## src/rtl/synth_voice_bank.sv

```systemverilog
// Multi-voice oscillator bank: octave-divided step, period counter, phase accumulator and mixer.
// Optional first-order delta-sigma 1-bit output is built when SYNTH_PDM_OUT_EN is defined.
module synth_voice_bank #(
  parameter int NUM_VOICES   = 2,
  parameter int DIVIDER_BITS = 7,
  parameter int OCT_BITS     = 3,
  parameter int PERIOD_BITS  = 10,
  parameter int WAVE_BITS    = 8
) (
  input  logic                                      clk,
  input  logic                                      reset,
  input  logic                                      cfg_we,
  input  logic [5:0]                                cfg_addr,
  input  logic [7:0]                                cfg_data,
  output logic [WAVE_BITS+$clog2(NUM_VOICES)-1:0]   sample_out,
  output logic                                      pdm_out
);

  localparam int SUM_BITS = WAVE_BITS + $clog2(NUM_VOICES);
  localparam int HI_BITS  = PERIOD_BITS - 8;
  localparam logic [DIVIDER_BITS-1:0] DIV_ONES = '1;

  logic [PERIOD_BITS-1:0]  r_period [NUM_VOICES];
  logic [OCT_BITS-1:0]     r_oct    [NUM_VOICES];
  logic [1:0]              r_mode   [NUM_VOICES];
  logic [1:0]              r_atten  [NUM_VOICES];
  logic [PERIOD_BITS-1:0]  r_cnt    [NUM_VOICES];
  logic [WAVE_BITS-1:0]    r_phase  [NUM_VOICES];
  logic [DIVIDER_BITS-1:0] r_divCnt;
  logic [SUM_BITS-1:0]     r_sample;

  logic [3:0]              w_wrVoice;
  logic [1:0]              w_wrReg;
  logic                    w_wrValid;
  logic [NUM_VOICES-1:0]   w_sel;
  logic [NUM_VOICES-1:0]   w_strobe;
  logic [NUM_VOICES-1:0]   w_step;
  logic [DIVIDER_BITS-1:0] w_stepMask [NUM_VOICES];
  logic [WAVE_BITS-1:0]    w_tri      [NUM_VOICES];
  logic [WAVE_BITS-1:0]    w_wave     [NUM_VOICES];
  logic [WAVE_BITS-1:0]    w_contrib  [NUM_VOICES];
  logic [SUM_BITS-1:0]     w_sum;

  assign w_wrVoice = cfg_addr[5:2];
  assign w_wrReg   = cfg_addr[1:0];
  assign w_wrValid = cfg_we && ({1'b0, w_wrVoice} < 5'(NUM_VOICES));

  // A voice steps when the low (MAX_OCT - oct) divider bits are all zero; ~oct equals that shift.
  always_comb begin
    w_sel    = '0;
    w_strobe = '0;
    w_step   = '0;
    for (int v = 0; v < NUM_VOICES; v++) begin
      w_stepMask[v] = ~(DIV_ONES << (~r_oct[v]));
      w_sel[v]      = w_wrValid && (w_wrVoice == 4'(v));
      w_strobe[v]   = w_sel[v] && (w_wrReg == 2'd2) && cfg_data[7];
      w_step[v]     = (r_divCnt & w_stepMask[v]) == '0;
    end
  end

  always_comb begin
    w_sum = '0;
    for (int v = 0; v < NUM_VOICES; v++) begin
      w_wave[v] = '0;
      w_tri[v]  = {r_phase[v][WAVE_BITS-2:0], 1'b0};
      case (r_mode[v])
        2'd0:    w_wave[v] = r_phase[v];
        2'd1:    w_wave[v] = {WAVE_BITS{r_phase[v][WAVE_BITS-1]}};
        2'd2:    w_wave[v] = r_phase[v][WAVE_BITS-1] ? ~w_tri[v] : w_tri[v];
        default: w_wave[v] = '0;
      endcase
      w_contrib[v] = w_wave[v] >> r_atten[v];
      w_sum        = w_sum + SUM_BITS'(w_contrib[v]);
    end
  end

  // Phase-reset strobe overrides a coincident step; period writes only take effect at the next reload.
  always_ff @(posedge clk) begin
    if (reset) begin
      for (int v = 0; v < NUM_VOICES; v++) begin
        r_period[v] <= '0;
        r_oct[v]    <= '0;
        r_mode[v]   <= 2'd3;
        r_atten[v]  <= '0;
        r_cnt[v]    <= '0;
        r_phase[v]  <= '0;
      end
    end else begin
      for (int v = 0; v < NUM_VOICES; v++) begin
        if (w_strobe[v]) begin
          r_phase[v] <= '0;
          r_cnt[v]   <= '0;
        end else if (w_step[v]) begin
          if (r_cnt[v] == '0) begin
            r_cnt[v]   <= r_period[v];
            r_phase[v] <= r_phase[v] + 1'b1;
          end else begin
            r_cnt[v] <= r_cnt[v] - 1'b1;
          end
        end
        if (w_sel[v]) begin
          case (w_wrReg)
            2'd0: r_period[v][7:0] <= cfg_data;
            2'd1: r_oct[v] <= cfg_data[OCT_BITS-1:0];
            2'd2: begin
              r_mode[v]  <= cfg_data[1:0];
              r_atten[v] <= cfg_data[3:2];
            end
            default: r_period[v][PERIOD_BITS-1:8] <= cfg_data[HI_BITS-1:0];
          endcase
        end
      end
    end
  end

  always_ff @(posedge clk) begin
    if (reset) begin
      r_divCnt <= '0;
      r_sample <= '0;
    end else begin
      r_divCnt <= r_divCnt + 1'b1;
      r_sample <= w_sum;
    end
  end

  assign sample_out = r_sample;

`ifdef SYNTH_PDM_OUT_EN
  // The accumulator MSB is the carry of the previous addition, i.e. the registered 1-bit output.
  logic [SUM_BITS:0] r_acc;

  always_ff @(posedge clk) begin
    if (reset) begin
      r_acc <= '0;
    end else begin
      r_acc <= {1'b0, r_acc[SUM_BITS-1:0]} + {1'b0, r_sample};
    end
  end

  assign pdm_out = r_acc[SUM_BITS];
`else
  assign pdm_out = 1'b0;
`endif

endmodule

```

## config.mk

```make
export PLATFORM = sky130hd
export DESIGN_NAME = synth_voice_bank
export DESIGN_NICKNAME = d
export VERILOG_FILES = /design/src/rtl/synth_voice_bank.sv
export SDC_FILE = /design/constraint.sdc
export NUM_CORES = 1
export LEC_CHECK = 0
export BUFFER_PORTS_ARGS = -buffer_cell sky130_fd_sc_hd__buf_2
export CELL_PAD_IN_SITES_DETAIL_PLACEMENT = 1
export CELL_PAD_IN_SITES_GLOBAL_PLACEMENT = 1
export CORE_ASPECT_RATIO = 1.2
export CORE_UTILIZATION = 54
export CTS_BUF_LIST = sky130_fd_sc_hd__clkbuf_8
export DETAILED_ROUTE_END_ITERATION = 10
export PLACE_DENSITY = 0.84
export SYNTH_ARGS = -nofsm -noshare
export SYNTH_HDL_FRONTEND = slang
export SYNTH_SLANG_ARGS = --single-unit
```

## constraint.sdc

```tcl
create_clock -name clk -period 6.9 [get_ports clk]
set_input_delay 0.345 -clock clk [delete_from_list [all_inputs] [get_ports clk]]
set_output_delay 0.345 -clock clk [all_outputs]
set_load 0.05 [all_outputs]
```

==> out/metrics.json, run 1 <==
{
  "power.leakage": {"value": 0.00203, "unit": "uW"},
  "final.setup.tns": {"value": 0, "unit": "ns"},
  "syn2layout_area_growth": {"value": 7.74, "unit": "%"},
  "clk_transition_reported_paths": {"value": 0.10, "unit": "ns"},
  "placeableCoreArea": {"value": 9080, "unit": "um^2"},
  "io-pin-count": {"value": 27},
  "floorplan.initialDensity": {"value": 0.560},
  "cts_num_sinks": {"value": 86},
  "count_of_final_setup_violators": {"value": 0},
  "cts.hold.buffers_added": {"value": 0},
  "p_total": {"value": 1440, "unit": "uW"},
  "initial_antenna_violation_count": {"value": 0},
  "ir_drop": {"value": 0.216, "unit": "mV"},
  "core.rowCount": {"value": 38},
  "cellPowerDensity": {"value": 262, "unit": "nW/um^2"},
  "timing.fmax": {"value": 0.292, "unit": "GHz"},
  "cts_tree": {"value": "done"},
  "fin_crit": {"value": 3.42, "unit": "ns"},
  "cts.repair_timing.setup_buffer_count": {"value": 0},
  "htree_levels": {"value": 3},
  "synth_area": {"value": 5090, "unit": "um^2"},
  "worst-endpoint-required": {"value": 7.21, "unit": "ns"},
  "slew_headroom": {"value": 0.160},
  "design_area": {"value": 5480, "unit": "um^2"},
  "via_count": {"value": 4024},
  "timing.final.crit_share": {"value": 0.496},
  "clk_latency": {"value": 0.37, "unit": "ns"},
  "route.antenna.remaining_nets": {"value": 0},
  "hold_viol": {"value": 0},
  "post_cts.resized_instances": {"value": 0},
  "cts.path.max_buffers": {"value": 2},
  "hold_wc_path_type": {"value": "in -> reg"},
  "layout-drive-gt1-share": {"value": 0.117},
  "placed_area": {"value": 5270, "unit": "um^2"},
  "synth_fp_nets": {"value": 550},
  "n_fill_cell": {"value": 1045},
  "layout_commonest_cell": {"value": "sky130_fd_sc_hd__edfxtp_1"},
  "die_y": {"value": 108, "unit": "um"},
  "cp_common_cell": {"value": "sky130_fd_sc_hd__o21ai_0"},
  "timing.critical_path.to_type": {"value": "register"},
  "synth_seq_area_share": {"value": 0.476},
  "grt.overflow.total": {"value": 0},
  "yosysTopAreaCellShare": {"value": 0.413},
  "path_class": {"value": "reg -> reg"},
  "post_synthesis_cell_type_count": {"value": 61},
  "maxSlewViolCount": {"value": 0},
  "syn_inst": {"value": 519},
  "share_of_the_synthesized_area_in_compound_gates_ao_oa_aoi_oai": {"value": 0.168},
  "rsz0062_at_grt": {"value": "no"},
  "detail_route.drc_violations": {"value": 0},
  "synth_area_leaders": {"value": "sky130_fd_sc_hd__edfxtp_1 41%, sky130_fd_sc_hd__dfxtp_1 6.3%, sky130_fd_sc_hd__nor2_1 4.7%, sky130_fd_sc_hd__o21ai_0 3.6%, sky130_fd_sc_hd__ha_1 3.2%"},
  "synthesis.area_per_instance": {"value": 9.81, "unit": "um^2"},
  "grt_util_all_layers": {"value": 0.273},
  "synth.area.mux_share": {"value": 0.0270},
  "die_outline_width": {"value": 90.6, "unit": "um"},
  "hold-worst-slack": {"value": 0.313, "unit": "ns"},
  "gp_congestion": {"value": 0.832},
  "synthFlopType": {"value": "sky130_fd_sc_hd__edfxtp_1"},
  "ordered_list_of_cells_on_the_worst_path": {"value": "nor2b_1, a22o_1, a21o_1, a22oi_1, mux2i_1, ha_1, fa_1, a21oi_1, o21ai_0, o21a_1, o21ai_0, o211a_1"},
  "outcome": {"value": "finished, final reports clean"},
  "combinational_family_with_the_most_area_after_synthesis": {"value": "simple AND/OR/NAND/NOR gates"},
  "place.detailed.hpwl": {"value": 9330, "unit": "um"},
  "maximum_number_of_pins_on_one_net_before_global_route_repair": {"value": 21},
  "drt-wirelength-per-cell": {"value": 19.2, "unit": "um"},
  "clock_skew": {"value": 0.0106, "unit": "ns"},
  "mostFrequentLayoutCells": {"value": "70 x sky130_fd_sc_hd__edfxtp_1, 64 x sky130_fd_sc_hd__nor2_1, 37 x sky130_fd_sc_hd__o21ai_0"},
  "cp.buffers_inverters": {"value": 0},
  "synth_xor_xnor_area_share": {"value": 0.0499},
  "post_synth_and_or_nand_nor_area_fraction": {"value": 0.209},
  "max_slew.worst_pin.slew": {"value": 1.24, "unit": "ns"},
  "nNetsFinal": {"value": 564},
  "critPathMaxFanout": {"value": 17},
  "path_delay_family": {"value": "compound AO/OA/AOI/OAI gates"},
  "buffer_ports.inserted": {"value": 25},
  "root_buffer": {"value": "sky130_fd_sc_hd__clkbuf_8"},
  "via_per_inst": {"value": 6.12},
  "layout.cells.non_filler": {"value": 658},
  "multi_input_comb_area": {"value": 2500, "unit": "um^2"},
  "die_area": {"value": 9820, "unit": "um^2"},
  "ys_seq_elements": {"value": 86},
  "synth-edff-count": {"value": 70},
  "grt_pass1_wl": {"value": 20600, "unit": "um"},
  "routed_wirelength": {"value": 12600, "unit": "um"},
  "cp_data_arrival_time": {"value": 3.73, "unit": "ns"},
  "worst_setup_path_start_kind": {"value": "register"},
  "synth_async_sr_flop_share": {"value": 0},
  "yosys_warnings": {"value": 0},
  "first_global_vias": {"value": 4151},
  "synth_top_cell_by_area": {"value": "sky130_fd_sc_hd__edfxtp_1"},
  "cts-buffers-inserted": {"value": 9},
  "regArea": {"value": 2420, "unit": "um^2"},
  "placedCellCount": {"value": 642},
  "number_of_maximum_capacitance_violations": {"value": 0},
  "yosys.area_share.adder": {"value": 0.0359},
  "insertedDiodeCount": {"value": 0},
  "detailedRoute.firstPassIterationCount": {"value": 4},
  "cp_slowest_stage_delay": {"value": 0.70, "unit": "ns"},
  "drt_iter0_markers": {"value": 226},
  "critical_path.slowest_cell": {"value": "sky130_fd_sc_hd__edfxtp_1"}
}
-- sequential cells by signal, indices dropped and copies added, names as in the netlist --
register    flops
r_atten         4
r_mode          4
r_cnt          20
r_oct           6
r_phase        16
r_divCnt        7
sample_out      9
r_period       20
-- layer usage --
metal  routed length [um]  track usage  part of all wire  vias up
met5                    0            0                 0        -
met4                  251       0.0956             0.020        0
met2                 6790        0.505              0.54       63
met1                 5320        0.318              0.42     2002
li1                     -            -                 -     1943
met3                  270       0.0443             0.021       16
-- stage by stage --
step                      setup slack [ns]   util
after floorplan                       4.05      -
after global placement                3.75  0.580
after detailed placement              3.55  0.580
after CTS                             3.53  0.604
after global routing                  3.18  0.604
final                                 3.48  0.604
-- final timing paths --
path	start	end	slack, ns	cells after the start
max	r_phase[0][7]	sample_out[6]	3.48	12
min	cfg_data[6]	r_period[0][6]	0.31	2
max reg2reg	r_phase[0][7]	sample_out[6]	3.48	12
min reg2reg	r_divCnt[0]	r_divCnt[0]	0.50	1
-- power breakdown --
part	switching (uW)	internal, uW
Clock	201	184
Combinational	212	138
Sequential	73.3	629
-- cell usage after synthesis, drive strengths merged, types with 3 or more instances --
| master | instances |
|---|---|
| a21o | 5 |
| buf | 6 |
| nor4 | 5 |
| and3 | 5 |
| ha | 13 |
| mux2 | 6 |
| inv | 20 |
| o21bai | 4 |
| a21oi | 28 |
| clkbuf | 16 |
| o22ai | 4 |
| a22oi | 12 |
| a2bb2oi | 3 |
| xnor2 | 16 |
| o31ai | 4 |
| o21ai | 37 |
| xor2 | 13 |
| a211oi | 16 |
| nand2 | 28 |
| or3 | 6 |
| and2 | 14 |
| edfxtp | 70 |
| nand3 | 14 |
| a22o | 3 |
| nor2b | 14 |
| nor3 | 22 |
| nand3b | 3 |
| nand2b | 7 |
| dfxtp | 16 |
| or4 | 6 |
| mux2i | 7 |
| nor2 | 64 |
| nor3b | 5 |
-- logic make-up after synthesis --
logic type      Yosys count
compound gates          133
xor+xnor                 29
fa+ha+maj                14
buf+inv                  42
flops                    86
mux                      13
other cells               1
simple gates            201
-- cell type report --
class | count | share of cell area
Multi-Input combinational cell | 391 | 0.455
Clock inverter | 6 | 0.0139
Timing Repair Buffer | 25 | 0.0228
Tap cell | 120 | 0.0274
Inverter | 20 | 0.0137
Sequential cell | 86 | 0.442
Clock buffer | 10 | 0.0251
Note: power is estimated with default switching activity, not from simulation.
==> run 2: changes to the inputs <==
Settings changed: ABC_AREA set to 1, CORE_UTILIZATION 54 to 43, PLACE_DENSITY 0.84 to 0.74.
Clock period 6.9 ns to 2.8 ns, I/O delays scaled along.
==> run 2 against run 1 <==
  * Worst setup slack lost 3.2 ns
  * Hold slack got worse by 0.18 ns
  * Sequential power increased by 140%
  * Largest cell class is now sequential cells
  * Largest power group unchanged
  * Highest routed layer unchanged
==> out/metrics.json, run 2 <==
{
  "ordered_list_of_cells_on_the_worst_path": {"value": "nand3_1, o211ai_1, nand2_1, nand3_1, nand2_1, inv_1, ha_1, fa_1, nand4_1, o211ai_1, o21ai_0, a21oi_1"},
  "synth_seq_area_share": {"value": 0.467},
  "synth_async_sr_flop_share": {"value": 0},
  "outcome": {"value": "finished, final reports clean"},
  "synth_top_cell_by_area": {"value": "sky130_fd_sc_hd__edfxtp_1"},
  "slew_headroom": {"value": 0.518},
  "drt-wirelength-per-cell": {"value": 14.9, "unit": "um"},
  "htree_levels": {"value": 3},
  "ir_drop": {"value": 0.388, "unit": "mV"},
  "gp_congestion": {"value": 0.846},
  "synthesis.area_per_instance": {"value": 8.05, "unit": "um^2"},
  "post_cts.resized_instances": {"value": 0},
  "rr_startpoint": {"value": "r_phase[1][7]"},
  "synth_area_leaders": {"value": "sky130_fd_sc_hd__edfxtp_1 41%, sky130_fd_sc_hd__nand2_1 11%, sky130_fd_sc_hd__nand3_1 6.8%, sky130_fd_sc_hd__dfxtp_1 6.2%, sky130_fd_sc_hd__inv_1 5.9%"},
  "r2r_setup_slack": {"value": 0.24, "unit": "ns"},
  "count_of_final_setup_violators": {"value": 0},
  "die_area": {"value": 12500, "unit": "um^2"},
  "final.setup.worst_slack": {"value": 0.239, "unit": "ns"},
  "layout.cells.non_filler": {"value": 840},
  "dp_slack": {"value": 0.141, "unit": "ns"},
  "path_class": {"value": "reg -> reg"},
  "grt_util_all_layers": {"value": 0.219},
  "grt_pass1_wl": {"value": 21000, "unit": "um"},
  "io-pin-count": {"value": 27},
  "clk_latency": {"value": 0.36, "unit": "ns"},
  "ys_seq_elements": {"value": 86},
  "synth_common_cells": {"value": "152 x sky130_fd_sc_hd__nand2_1, 82 x sky130_fd_sc_hd__inv_1, 82 x sky130_fd_sc_hd__nor2_1, 71 x sky130_fd_sc_hd__nand3_1, 70 x sky130_fd_sc_hd__edfxtp_1"},
  "via_count": {"value": 4398},
  "cp-endpoint": {"value": "sample_out[6]"},
  "post_synthesis_cell_type_count": {"value": 37},
  "timing.critical_path.to_type": {"value": "register"},
  "place.detailed.hpwl": {"value": 9900, "unit": "um"},
  "initial_antenna_violation_count": {"value": 0},
  "critPathMaxFanout": {"value": 8},
  "fin_crit": {"value": 2.56, "unit": "ns"},
  "first_global_vias": {"value": 4531},
  "syn_inst": {"value": 645},
  "routed_wirelength": {"value": 12500, "unit": "um"},
  "mostFrequentLayoutCells": {"value": "152 x sky130_fd_sc_hd__nand2_1, 82 x sky130_fd_sc_hd__inv_1, 82 x sky130_fd_sc_hd__nor2_1"},
  "max_slew.worst_pin.slew": {"value": 0.715, "unit": "ns"},
  "clock_skew": {"value": 0.00689, "unit": "ns"},
  "nNetsFinal": {"value": 709},
  "rr_worst_depth": {"value": 12},
  "drt_iter0_markers": {"value": 201},
  "clk_transition_reported_paths": {"value": 0.09, "unit": "ns"},
  "biggestRegsByFlops": {"value": "r_cnt x20, r_period x20, r_phase x16"},
  "die_outline_width": {"value": 102, "unit": "um"},
  "post-synth-top-count-cell": {"value": "sky130_fd_sc_hd__nand2_1"},
  "via_per_inst": {"value": 5.24},
  "root_buffer": {"value": "sky130_fd_sc_hd__clkbuf_8"},
  "cts-buffers-inserted": {"value": 9},
  "hold_viol": {"value": 0},
  "core.rowCount": {"value": 43},
  "timing.fmax": {"value": 0.390, "unit": "GHz"},
  "synth_fp_nets": {"value": 676},
  "synthFlopType": {"value": "sky130_fd_sc_hd__edfxtp_1"},
  "cp_data_arrival_time": {"value": 2.81, "unit": "ns"},
  "cts.hold.buffers_added": {"value": 0},
  "placedCellCount": {"value": 817},
  "yosys_warnings": {"value": 0},
  "synth_area": {"value": 5190, "unit": "um^2"},
  "finish.utilization": {"value": 0.487},
  "synth-edff-count": {"value": 70},
  "detail_route.drc_violations": {"value": 0},
  "hold_wc_path_type": {"value": "in -> reg"},
  "detailedRoute.firstPassIterationCount": {"value": 4},
  "insertedDiodeCount": {"value": 0},
  "route.antenna.remaining_nets": {"value": 0},
  "cts_tree": {"value": "done"},
  "layout-drive-gt1-share": {"value": 0.111},
  "cp_slowest_stage_delay": {"value": 0.50, "unit": "ns"},
  "p_total": {"value": 3490, "unit": "uW"},
  "cellPowerDensity": {"value": 615, "unit": "nW/um^2"},
  "maximum_number_of_pins_on_one_net_before_global_route_repair": {"value": 22},
  "worst-endpoint-required": {"value": 3.05, "unit": "ns"},
  "timing.final.crit_share": {"value": 0.915},
  "die_y": {"value": 122, "unit": "um"},
  "cts.repair_timing.setup_buffer_count": {"value": 0},
  "worst_setup_path_start_kind": {"value": "register"},
  "layout_commonest_cell": {"value": "sky130_fd_sc_hd__nand2_1"},
  "buffer_ports.inserted": {"value": 25},
  "critical_path.slowest_cell": {"value": "sky130_fd_sc_hd__edfxtp_1"},
  "grt.overflow.total": {"value": 0},
  "floorplan.initialDensity": {"value": 0.445},
  "cts.path.max_buffers": {"value": 2},
  "power.leakage": {"value": 0.00259, "unit": "uW"},
  "yosysTopAreaCellShare": {"value": 0.405},
  "number_of_maximum_capacitance_violations": {"value": 0},
  "placeableCoreArea": {"value": 11700, "unit": "um^2"},
  "maxSlewViolCount": {"value": 0},
  "worst_r2r_endpoint": {"value": "sample_out[6]"},
  "startpoint": {"value": "r_phase[1][7]"},
  "holdCritStartpoint": {"value": "cfg_data[6]"},
  "syn2layout_area_growth": {"value": 9.50, "unit": "%"},
  "hold-worst-slack": {"value": 0.133, "unit": "ns"},
  "cts_num_sinks": {"value": 86}
}
run 2: changes by cell type after synthesis, moves of 12 or more:
cell	previous run	this run
sky130_fd_sc_hd__nor2b_1	14	0
sky130_fd_sc_hd__nand2_1	28	152
sky130_fd_sc_hd__and2_1	14	0
sky130_fd_sc_hd__clkbuf_1	16	3
sky130_fd_sc_hd__inv_1	20	82
sky130_fd_sc_hd__a21oi_1	28	16
sky130_fd_sc_hd__nand3_1	14	71
sky130_fd_sc_hd__nor2_1	64	82
sky130_fd_sc_hd__o21ai_0	37	23
sky130_fd_sc_hd__o211ai_1	1	13
sky130_fd_sc_hd__a211oi_1	16	0
sky130_fd_sc_hd__a22oi_1	12	0
run 2: stage by stage:
| stage | cell area (um^2) | setup TNS, ns |
|---|---|---|
| after floorplan | 5190 | 0 |
| after global placement | 5450 | 0 |
| after detailed placement | 5450 | 0 |
| after CTS | 5630 | 0 |
| after global routing | 5680 | -0.0102 |
| final | 5680 | 0 |
run 2: final cells by class:
| class | instances | area [um^2] |
|---|---|---|
| Clock buffer | 9 | 124 |
| Clock inverter | 7 | 57.6 |
| Fill cell | 1499 | 5990 |
| Inverter | 88 | 330 |
| Multi-Input combinational cell | 457 | 2340 |
| Sequential cell | 86 | 2420 |
| Tap cell | 157 | 196 |
| Timing Repair Buffer | 36 | 208 |
run 2: cell families after synthesis:
group                    synth area share
AO/OA/AOI/OAI                      0.0716
buffers and inverters              0.0815
multiplexers                      0.00193
other                            0.000723
XOR/XNOR                           0.0489
AND/OR/NAND/NOR                     0.293
adder cells (fa/ha/maj)            0.0352
flip-flops                          0.467
run 2: critical path: cells and delay by family (launching register included):
family	cells	cell delay [ns]
simple gates	5	0.71
fa+ha+maj	2	0.66
compound gates	4	0.51
flops	1	0.50
buf+inv	1	0.06
run 2: how the worst min path moves through the flow:
stage,end,slack [ns],depth (start not counted)
3_3_place_gp,r_period[1][6],0.49,3
4_1_cts,r_period[0][6],0.11,3
6_report,r_period[0][6],0.13,3
3_5_place_dp,r_divCnt[0],0.51,1
5_1_grt,r_period[0][6],0.12,3
2_1_floorplan,r_mode[0][0],0.36,2
run 2: report_power, final:
group | switching [uW] | internal, uW
combinational | 653 | 327
clock | 502 | 335
sequential | 115 | 1560
run 2: metal layers:
layer,share of wire,global-route usage,up-vias
li1,-,-,2189
met5,0,0,-
met4,0.029,0.0946,0
met2,0.52,0.392,66
met1,0.43,0.255,2114
met3,0.022,0.0342,29
==> run 3: changes to the inputs <==
Settings changed: CORE_ASPECT_RATIO 1.2 to 0.8, CORE_UTILIZATION 43 to 52, PLACE_DENSITY 0.74 to 0.84.
Clock period 2.8 ns to 3.2 ns, I/O delays scaled along.
==> run 3 against run 2 <==
  * Via count increased by 2.4%
  * Maximum frequency decreased by 7.1%
  * Sequential power decreased by 13%
  * Sequential cell count unchanged
  * Cell area decreased by 1.3%
  * Non-clock buffer count decreased by 9
  * Final cell count decreased by 3.6%
  * Global-route usage increased by 6.1 points
  * Wire length increased by 7.1%
  * Critical path type unchanged
  * Largest power group unchanged
==> out/metrics.json, run 3 (synthesized netlist as in run 2, its figures left out) <==
{
  "grt.overflow.total": {"value": 0},
  "post_cts.resized_instances": {"value": 0},
  "detailedRoute.firstPassIterationCount": {"value": 4},
  "p_int": {"value": 2010, "unit": "uW"},
  "io-pin-count": {"value": 27},
  "p_total": {"value": 3140, "unit": "uW"},
  "worst-endpoint-required": {"value": 3.46, "unit": "ns"},
  "htree_levels": {"value": 3},
  "clk_transition_reported_paths": {"value": 0.09, "unit": "ns"},
  "route.antenna.remaining_nets": {"value": 0},
  "maximum_number_of_pins_on_one_net_before_global_route_repair": {"value": 28},
  "via_count": {"value": 4502},
  "detailroute.wirelength.met2": {"value": 6260, "unit": "um"},
  "share_clk_of_total_power": {"value": 0.255},
  "cellPowerDensity": {"value": 560, "unit": "nW/um^2"},
  "path_class": {"value": "reg -> reg"},
  "timing.final.crit_share": {"value": 0.862},
  "worst_setup_path_start_kind": {"value": "register"},
  "maxSlewViolCount": {"value": 0},
  "finish.utilization": {"value": 0.581},
  "cts_num_sinks": {"value": 86},
  "power.share.combinational": {"value": 0.277},
  "outcome": {"value": "finished, final reports clean"},
  "ir_drop": {"value": 0.341, "unit": "mV"},
  "rsz0062_at_grt": {"value": "no"},
  "cp_data_arrival_time": {"value": 3.02, "unit": "ns"},
  "count_of_final_setup_violators": {"value": 0},
  "layout_commonest_cell": {"value": "sky130_fd_sc_hd__nand2_1"},
  "first_global_vias": {"value": 4508},
  "final.setup.tns": {"value": 0, "unit": "ns"},
  "core.rowCount": {"value": 32},
  "placeableCoreArea": {"value": 9650, "unit": "um^2"},
  "cts.repair_timing.setup_buffer_count": {"value": 0},
  "floorplan.initialDensity": {"value": 0.538},
  "n_fill_cell": {"value": 1194},
  "power.net_switching": {"value": 1130, "unit": "uW"},
  "power.leakage": {"value": 0.00256, "unit": "uW"},
  "clk_latency": {"value": 0.38, "unit": "ns"},
  "cts.hold.buffers_added": {"value": 0},
  "share_seq_of_total_power": {"value": 0.468},
  "syn2layout_area_growth": {"value": 8.10, "unit": "%"},
  "detail_route.drc_violations": {"value": 0},
  "fin_crit": {"value": 2.76, "unit": "ns"},
  "critPathMaxFanout": {"value": 12},
  "insertedDiodeCount": {"value": 0},
  "cts-buffers-inserted": {"value": 9},
  "layout-drive-gt1-share": {"value": 0.0979},
  "root_buffer": {"value": "sky130_fd_sc_hd__clkbuf_8"},
  "die_y": {"value": 91.4, "unit": "um"},
  "nNetsFinal": {"value": 700},
  "initial_antenna_violation_count": {"value": 0},
  "top_layer_used": {"value": "met4"},
  "place.detailed.hpwl": {"value": 10400, "unit": "um"},
  "drt-wirelength-per-cell": {"value": 16.6, "unit": "um"},
  "timing.fmax": {"value": 0.363, "unit": "GHz"},
  "drt-met1-wl": {"value": 6330, "unit": "um"},
  "die_area": {"value": 10400, "unit": "um^2"},
  "power.switching_fraction": {"value": 0.360},
  "buffer_ports.inserted": {"value": 25},
  "slew_headroom": {"value": 0.613},
  "layout.cells.non_filler": {"value": 810},
  "routed_wirelength": {"value": 13400, "unit": "um"},
  "cts.path.max_buffers": {"value": 2},
  "hold_viol": {"value": 0},
  "number_of_maximum_capacitance_violations": {"value": 0},
  "timing.critical_path.to_type": {"value": "register"},
  "cts_tree": {"value": "done"},
  "grt_pass1_wl": {"value": 22300, "unit": "um"},
  "gp_congestion": {"value": 0.880},
  "hold_wc_path_type": {"value": "in -> reg"},
  "grt_util_all_layers": {"value": 0.279},
  "drt_iter0_markers": {"value": 260},
  "clock_skew": {"value": 0.0131, "unit": "ns"},
  "die_outline_width": {"value": 114, "unit": "um"},
  "placedCellCount": {"value": 794},
  "via_per_inst": {"value": 5.56},
  "biggestRegsByFlops": {"value": "r_cnt x20, r_period x20, r_phase x16"},
  "max_slew.worst_pin.slew": {"value": 0.575, "unit": "ns"},
  "mostFrequentLayoutCells": {"value": "152 x sky130_fd_sc_hd__nand2_1, 82 x sky130_fd_sc_hd__inv_1, 82 x sky130_fd_sc_hd__nor2_1"},
  "detailroute.wirelength.met3": {"value": 609, "unit": "um"}
}
## run 3: cell types whose count changed in the layout (fill, tap and decap cells not counted)
cell                         before  now
sky130_fd_sc_hd__buf_4           11    2
sky130_fd_sc_hd__bufinv_16        0    1
sky130_fd_sc_hd__clkinv_1         2    3
sky130_fd_sc_hd__clkinv_2         1    0
sky130_fd_sc_hd__clkinvlp_4       2    1
## run 3: stage by stage
stage | worst slack, ns | hold slack, ns | instance area, um^2
3_3_place_gp | 0.698 | 0.495 | 5410
2_1_floorplan | 0.918 | 0.381 | 5190
3_5_place_dp | 0.532 | 0.503 | 5410
6_report | 0.442 | 0.134 | 5610
4_1_cts | 0.508 | 0.114 | 5610
5_1_grt | 0.185 | 0.130 | 5610
## run 3: final cells by class
cell class	instances	area (um^2)	area share
inverters	88	330	0.0589
repair buffers	27	140	0.0250
clock buffers	9	124	0.0221
multi-input cells	457	2340	0.418
well taps	136	170	0.0303
clock inverters	7	78.8	0.0140
flip-flops and latches	86	2420	0.432
## run 3: path summary, 6_finish.rpt
path / cells past startpoint / from / slack (ns) / end
max: 13 / r_phase[1][7] / 0.44 / sample_out[5]
min: 2 / reset / 0.13 / r_divCnt[0]
max reg2reg: 13 / r_phase[1][7] / 0.44 / sample_out[5]
min reg2reg: 1 / r_divCnt[0] / 0.52 / r_divCnt[0]
## run 3: power groups by stage
stage / clock, uW / sequential (uW) / combinational, uW
after CTS: 822 / 1470 / 867
after global routing: 857 / 1490 / 971
after global placement: 0 / 1490 / 811
final: 801 / 1470 / 871
after detailed placement: 0 / 1500 / 855
after floorplan: 0 / 1520 / 600
## run 3: worst max-delay path, cell delays in order, from the launching register on
cell                       delay (ns)
sky130_fd_sc_hd__edfxtp_1        0.62
sky130_fd_sc_hd__nand3_1         0.35
sky130_fd_sc_hd__o211ai_1        0.25
sky130_fd_sc_hd__nand2_1         0.11
sky130_fd_sc_hd__nand2_1         0.08
sky130_fd_sc_hd__nand2_1         0.05
sky130_fd_sc_hd__o21ai_0         0.10
sky130_fd_sc_hd__ha_1            0.35
sky130_fd_sc_hd__a21oi_1         0.23
sky130_fd_sc_hd__nor2_1          0.07
sky130_fd_sc_hd__nor2_1          0.14
sky130_fd_sc_hd__nand2_1         0.09
sky130_fd_sc_hd__o21ai_0         0.14
sky130_fd_sc_hd__a21oi_1         0.06
## run 3: routing by layer
metal  up-vias  global-route usage
met5         -                   0
met4         0              0.0822
met3        18              0.0541
met2       105               0.451
met1      2203               0.380
li1       2176                   -
